### config.mk
export PLATFORM = sky130hd
export DESIGN_NAME = fifo_set_seq
export DESIGN_NICKNAME = d
export VERILOG_FILES = /design/src/rtl/fifo_seq_pkg.sv /design/src/rtl/fifo_set_seq.sv
export SDC_FILE = /design/constraint.sdc
export NUM_CORES = 1
export LEC_CHECK = 0
export ABC_AREA = 0
export CAP_MARGIN = 20
export CORE_AREA = 2 2 436 438
export CTS_BUF_LIST = sky130_fd_sc_hd__clkbuf_8
export CTS_CLUSTER_DIAMETER = 60
export DETAILED_ROUTE_END_ITERATION = 7
export DIE_AREA = 0 0 438 440
export PLACE_DENSITY = 0.3
export SETUP_SLACK_MARGIN = 0.05
export SLEW_MARGIN = 20
export SYNTH_ARGS = -nofsm -noshare
export SYNTH_HDL_FRONTEND = slang
export SYNTH_SLANG_ARGS = --single-unit
### constraint.sdc
create_clock -name clk -period 1.5 [get_ports clk]
set_input_delay 0.225 -clock clk [delete_from_list [all_inputs] [get_ports clk]]
set_output_delay 0.225 -clock clk [all_outputs]
set_load 0.02 [all_outputs]
### src/rtl/fifo_seq_pkg.sv
// Shared types and width helpers for the fifo_set bank sequencer.
package fifo_seq_pkg;

    // Job phases: load one row per fifo, stream the bank out, pulse done.
    typedef enum logic [1:0] {
        IDLE,
        LOAD,
        STREAM,
        DONE
    } seq_state_e;

    // Counter width for values 0..n-1, never narrower than one bit.
    function automatic int cnt_width(input int n);
        return (n <= 1) ? 1 : $clog2(n);
    endfunction

    // Default geometry of the bank.
    localparam int DEF_DIM        = 8;
    localparam int DEF_FIFO_DEPTH = 16;
    localparam int DEF_BITS       = 64;

    localparam int LOAD_CNT_W  = cnt_width(DEF_DIM);
    localparam int SHIFT_CNT_W = cnt_width(DEF_FIFO_DEPTH + 1);

    // One fifo entry at the default width.
    typedef logic [DEF_BITS-1:0] row_t;

endpackage

### src/rtl/fifo_set_seq.sv
// Sequencer for a bank of DIM fifo_set delay buffers: loads one row per fifo
// through a valid/ready stream, then drives the common shift enable for
// FIFO_DEPTH accepted cycles to drain the bank into the systolic array.
module fifo_set_seq
    import fifo_seq_pkg::*;
#(
    parameter int DIM        = 8,
    parameter int FIFO_DEPTH = 16,
    parameter int BITS       = 64,
    parameter int IN_DEPTH   = 8
) (
    input  logic                                  clk,
    input  logic                                  rst_n,
    input  logic                                  start,
    input  logic                                  abort,
    input  logic                                  row_valid,
    output logic                                  row_ready,
    input  logic [BITS-1:0]                       row_data [IN_DEPTH],
    output logic [DIM-1:0]                        wr_en,
    output logic [BITS-1:0]                       wr_row   [IN_DEPTH],
    output logic                                  shift_en,
    output logic [BITS-1:0]                       shift_d,
    input  logic                                  array_ready,
    output logic                                  busy,
    output logic                                  done,
    output logic [cnt_width(FIFO_DEPTH + 1)-1:0]  shift_cnt
);

    localparam int LW = cnt_width(DIM);
    localparam int SW = cnt_width(FIFO_DEPTH + 1);

    seq_state_e    state;
    logic [LW-1:0] load_cnt;
    logic          accept;

    // Output decode from the current state; abort masks every strobe.
    always_comb begin
        row_ready = (state == LOAD) && !abort;
        accept    = row_ready && row_valid;
        wr_en     = accept ? (DIM'(1) << load_cnt) : '0;
        shift_en  = (state == STREAM) && array_ready && !abort;
        busy      = (state != IDLE);
    end

    assign wr_row  = row_data;
    assign shift_d = '0;

    // Job FSM with load/shift counters and a registered done pulse.
    always_ff @(posedge clk or negedge rst_n) begin
        if (!rst_n) begin
            state     <= IDLE;
            load_cnt  <= '0;
            shift_cnt <= '0;
            done      <= 1'b0;
        end else begin
            done <= 1'b0;
            case (state)
                IDLE: begin
                    if (start && !abort) begin
                        state     <= LOAD;
                        load_cnt  <= '0;
                        shift_cnt <= '0;
                    end
                end
                LOAD: begin
                    if (abort) begin
                        state <= IDLE;
                    end else if (accept) begin
                        load_cnt <= load_cnt + LW'(1);
                        if (load_cnt == LW'(DIM - 1)) begin
                            state <= STREAM;
                        end
                    end
                end
                STREAM: begin
                    if (abort) begin
                        state <= IDLE;
                    end else if (shift_en) begin
                        if (shift_cnt != SW'(FIFO_DEPTH)) begin
                            shift_cnt <= shift_cnt + SW'(1);
                        end
                        if (shift_cnt == SW'(FIFO_DEPTH - 1)) begin
                            state <= DONE;
                            done  <= 1'b1;
                        end
                    end
                end
                DONE: begin
                    state <= IDLE;
                end
                default: begin
                    state <= IDLE;
                end
            endcase
        end
    end

endmodule

; ---- Yosys cells after proc, flatten, opt, wreduce, memory -nomap -nowiden
; Index checks and enable logic that the tools add are counted.
[totals]
reg_bits = 11
output_inout_bits = 593
[op_classes]
eq_ne = 16
n_shift = 1
muxes = 22
addsub = 2
reduce_logical = 13
[ops]
columns = operator, n
row1 = $mux W5, 4
row2 = $mux W2, 7
row3 = $ne A2 B2 Y1 const B, 5
row4 = $pmux W5 S2, 1
row5 = $reduce_and A5 Y1, 2
row6 = $mux W3, 3
row7 = $mux W8, 1
row8 = $pmux W2 S4, 1
row9 = $shl A1 B3 Y8 const A, 1
row10 = $ne A3 B2 Y1 const B, 2
row11 = $ne A3 B3 Y1 const B, 2
row12 = $pmux W3 S2, 1
row13 = $reduce_bool A2 Y1, 3
row14 = $add A5 B1 Y5 const B, 1
row15 = $eq A5 B4 Y1 const B, 1
row16 = $logic_and A1 B1 Y1, 5
row17 = $ne A5 B5 Y1 const B, 1
row18 = $eq A2 B2 Y1 const B, 2
row19 = $mux W1, 4
row20 = $reduce_and A4 Y1, 1
row21 = $add A3 B1 Y3 const B, 1
row22 = $eq A3 B3 Y1 const B, 1
row23 = $eq A2 B1 Y1 const B, 1
row24 = $logic_not A2 Y1, 1
row25 = other kinds (2), 2

; ---- Longest topological paths before layout
[depth]
depth_word = 6
ltp_mapped = 5
ltp_nobuf = 5

; ---- Worst setup path after synthesis
; Ideal clock, no wire load.
[synth_timing]
path_type = reg2reg
startpoint = reg shift_cnt[0]
endpoint = reg shift_cnt[4]
path_slack_ps = -62
arrival_ps = 1437
required_time_ps = 1375
period_less_slack_ps = 1562
stages_incl_launch_ff = 6
n_path_buf = 0
cell_sequence = dfrtp_1 inv_1 ha_1 nand4bb_1 a32o_2 mux2_4
[synth_between]
elab_chain_cells = 5
elab_cells_between_ends = 8
cone_classes = 1 x add/sub / 2 x eq/ne / 4 x mux / 1 x reduce/logical
[synth_rtl]
columns = element, line
row1 = start: declaration, fifo_set_seq.sv:26  ; output logic [cnt_width(FIFO_DEPTH + 1)-1:0] shift_cnt
row2 = start signal: assignment, fifo_set_seq.sv:80  ; shift_cnt <= shift_cnt + SW'(1);
row3 = $add A5 B1 Y5, fifo_set_seq.sv:80
row4 = $mux W5, fifo_set_seq.sv:79  ; if (shift_cnt != SW'(FIFO_DEPTH)) begin
row5 = $mux W5, fifo_set_seq.sv:78  ; end else if (shift_en) begin
row6 = $mux W5, fifo_set_seq.sv:76  ; if (abort) begin
row7 = $pmux W5 S2, fifo_set_seq.sv:57  ; case (state)
; Parallel ways exist; a longest one is shown, timed or not. The select of a mux whose other input is x is not followed.
; A chain may end at the register's enable or synchronous reset.

; ---- Final worst setup path
[layout_timing]
startpoint = reg load_cnt[0]
endpoint = out wr_en[1]
[layout_between]
elab_chain_cells = 2
[layout_rtl]
columns = element, line
row1 = start: declaration, fifo_set_seq.sv:33  ; logic [LW-1:0] load_cnt;
row2 = start signal: assignment, fifo_set_seq.sv:69  ; load_cnt <= load_cnt + LW'(1);
row3 = $shl A1 B3 Y8, fifo_set_seq.sv:40  ; wr_en = accept ? (DIM'(1) << load_cnt) : '0;
row4 = $mux W8, fifo_set_seq.sv:40
row5 = end: declaration, fifo_set_seq.sv:19  ; output logic [DIM-1:0] wr_en,
; No other way between the ends.

==> flow_metrics.tcl <==
set metrics [dict create \
    final_common_cell "conb_1" \
    finalWirelength_um 98800 \
    track_usage_pct 9.67 \
    first_pass_iters 4 \
    start_util_pct 2.70 \
    coreArea_sq_mm 0.189 \
    end_kind "output pin" \
    setup.worst_path.end "wr_en[1]" \
    maxCapViolations 0 \
    ant_nets 0 \
    port_buffers 22 \
    row_count 160 \
    ys_top_cells_by_area "buf_4 85%, dfrtp_1 5.4%, ha_1 2.2%" \
    detail_route.vias_per_cell 0.800 \
    avgSynthCellArea_sq_um 7.76 \
    gp_congestion 0.752 \
    dpl.cell_count 2701 \
    power_density_mw_per_mm2 244 \
    cts-buffers-inserted 3 \
    grt_pass1_vias 1839 \
    r2r-start "state[1]$_DFFE_PN0P_" \
    via_count 2169 \
    worst-endpoint-required_ns 1.27 \
    cts_num_sinks 11 \
    nNetsFinal 729 \
    ctsHtreeMaxLevel 1 \
    final_cell_mix "64 x conb_1, 26 x buf_4, 18 x buf_6" \
    rsz0062_at_grt "true" \
    maxSlewViolCount 0 \
    clk_path_buf_depth 2 \
    stdcell_area_sq_mm 0.00486 \
    io_pins 1111 \
    arrival_ns 1.41 \
    hp-class "input pin to asynchronous set/reset pin" \
    syn2layout_area_growth_pct -4.55 \
    grt_first_pass_wirelength_um 102000 \
    synth_top_area_share_pct 84.9 \
    fmax_mhz 611 \
    hpwl_um 95100 \
    yosysWarnings 0 \
    async_flop_share_pct 100 \
    finalCritPeriodShare_pct 109 \
    dieWidth_um 438 \
    overflow 0 \
    path_class "flip-flop to output pin" \
    worst_slack_ns -0.137 \
    crit_start "load_cnt[0]$_DFFE_PN0P_" \
    violations "negative setup slack" \
    clock_latency_ns 0.24 \
    fin_skew_ns 0.00150 \
    synth_edf_count 0 \
    synth_area_sq_mm 0.00509 \
    rrSetupSlack_ns -0.06 \
    wl_per_cell_um 36.4 \
    antenna_found_initial 0 \
    synth_cell_types 30 \
    rr_worst_depth 5 \
    p_leak_nw 0.925 \
    setup_viol 7 \
    preCtsSetupSlack_ns -0.609 \
    layout_min_cycle_time_ns 1.64 \
    status "finished, violations left" \
    layoutNonFillerInstCount 2712 \
    drive_gt1_share_pct 40.8 \
    tns_ns -0.556 \
    route.detailed.drc 0 \
    diodes 0 \
    reg2reg_to "shift_cnt[4]$_DFFE_PN0P_" \
    hold_viol 0 \
    ir_drop_mv 0.220 \
    place_area_sq_mm 0.00459 \
    yosysSeqAreaShare_pct 5.41 \
    cts_tree "built" \
    die_h_um 440 \
    drtIter0Drc 140 \
    critPathLaunchType "flip-flop" \
    clock-root-buffer "clkbuf_8" \
    crit_fanout 2 \
    grt_max_degree 12 \
    synth_cells 656 \
    path_clk_slew_ns 0.06 \
    yosysTopAreaCell "buf_4" \
    synth_seq_cells 11 \
    nFillCells 22600 \
    synthFlopType "dfrtp_1" \
    fp.dieArea_sq_mm 0.193 \
    hold_ws_ns 0.310 \
]
## flip-flops by register name, summed over array words and instances, names as in the netlist
signal / cells
load_cnt: 3
done: 1
state: 2
shift_cnt: 5
## metal layers
metal	GRT usage (%)	wire length (um)
met1	1.87	6850
met2	15.4	45200
met3	20.3	43000
met4	2.15	2670
met5	4.27	1100
## worst min-delay path by stage
stage | start | slack [ns] | to | cells after the start
floorplan | rst_n | -0.07 | done$_DFF_PN0_ | 0
global placement | row_data[138] | 0.45 | wr_row[138] | 0
detailed placement | row_data[138] | 0.45 | wr_row[138] | 0
CTS | rst_n | 0.32 | shift_cnt[2]$_DFFE_PN0P_ | 2
global route | rst_n | 0.32 | shift_cnt[2]$_DFFE_PN0P_ | 2
finish | rst_n | 0.31 | done$_DFF_PN0_ | 2
## cells in the mapped netlist, types with 2 or more instances
cell,instances
nand3_1,4
nand2_1,3
buf_4,576
buf_2,2
a31oi_1,2
a21oi_1,2
nor3_1,3
inv_1,9
ha_1,9
dfrtp_1,11
nor2_1,4
o21ai_0,2
a22o_1,2
o21a_1,2
mux2i_1,3
and3_1,8
## power by group
part / internal (mW) / switching, mW / leakage [nW]
sequential: 0.315 / 0.0189 / 0.147
clock: 0.181 / 0.131 / 0.0269
combinational: 0.221 / 0.318 / 0.752
## cells by family after synthesis
| kind of cell | count (synthesis) | share of synthesized area [%] |
|---|---|---|
| buf+inv | 588 | 86.0 |
| fa+ha+maj | 9 | 2.21 |
| flops | 11 | 5.41 |
| other cells | 1 | 0.0737 |
| compound gates | 15 | 2.11 |
| simple gates | 28 | 3.29 |
| mux | 4 | 0.885 |
## final cells by class
cell class / count / area [sq um] / area share, %
Sequential cell: 11 / 278 / 5.72
Multi-Input combinational cell: 120 / 798 / 16.4
Timing Repair Buffer: 57 / 558 / 11.5
Tap cell: 2511 / 3140 / 64.6
Inverter: 9 / 38.8 / 0.798
Clock buffer: 3 / 41.3 / 0.850
Clock inverter: 1 / 3.75 / 0.0772
## worst max-delay path: stages (launching register included)
cell and delay, ns:
dfrtp_1 0.39, buf_6 0.13, buf_6 0.11, ha_4 0.15, buf_6 0.10, and3_4 0.16
buf_6 0.13
## per-stage QoR
stage	power [mW]	utilization, %
3_5_place_dp	0.766	2.44
3_3_place_gp	0.773	2.44
6_report	1.19	2.58
2_1_floorplan	2.70	-
4_1_cts	1.14	2.52
5_1_grt	1.26	2.58
## timing repair
item	4_1_cts	5_1_grt
gates resized for setup	72	24
hold buffers	0	0
gates cloned	0	0
setup buffers	5	2
setup endpoints to repair	18	19
pin swaps	6	7
Power figures use the tool's default switching activity.
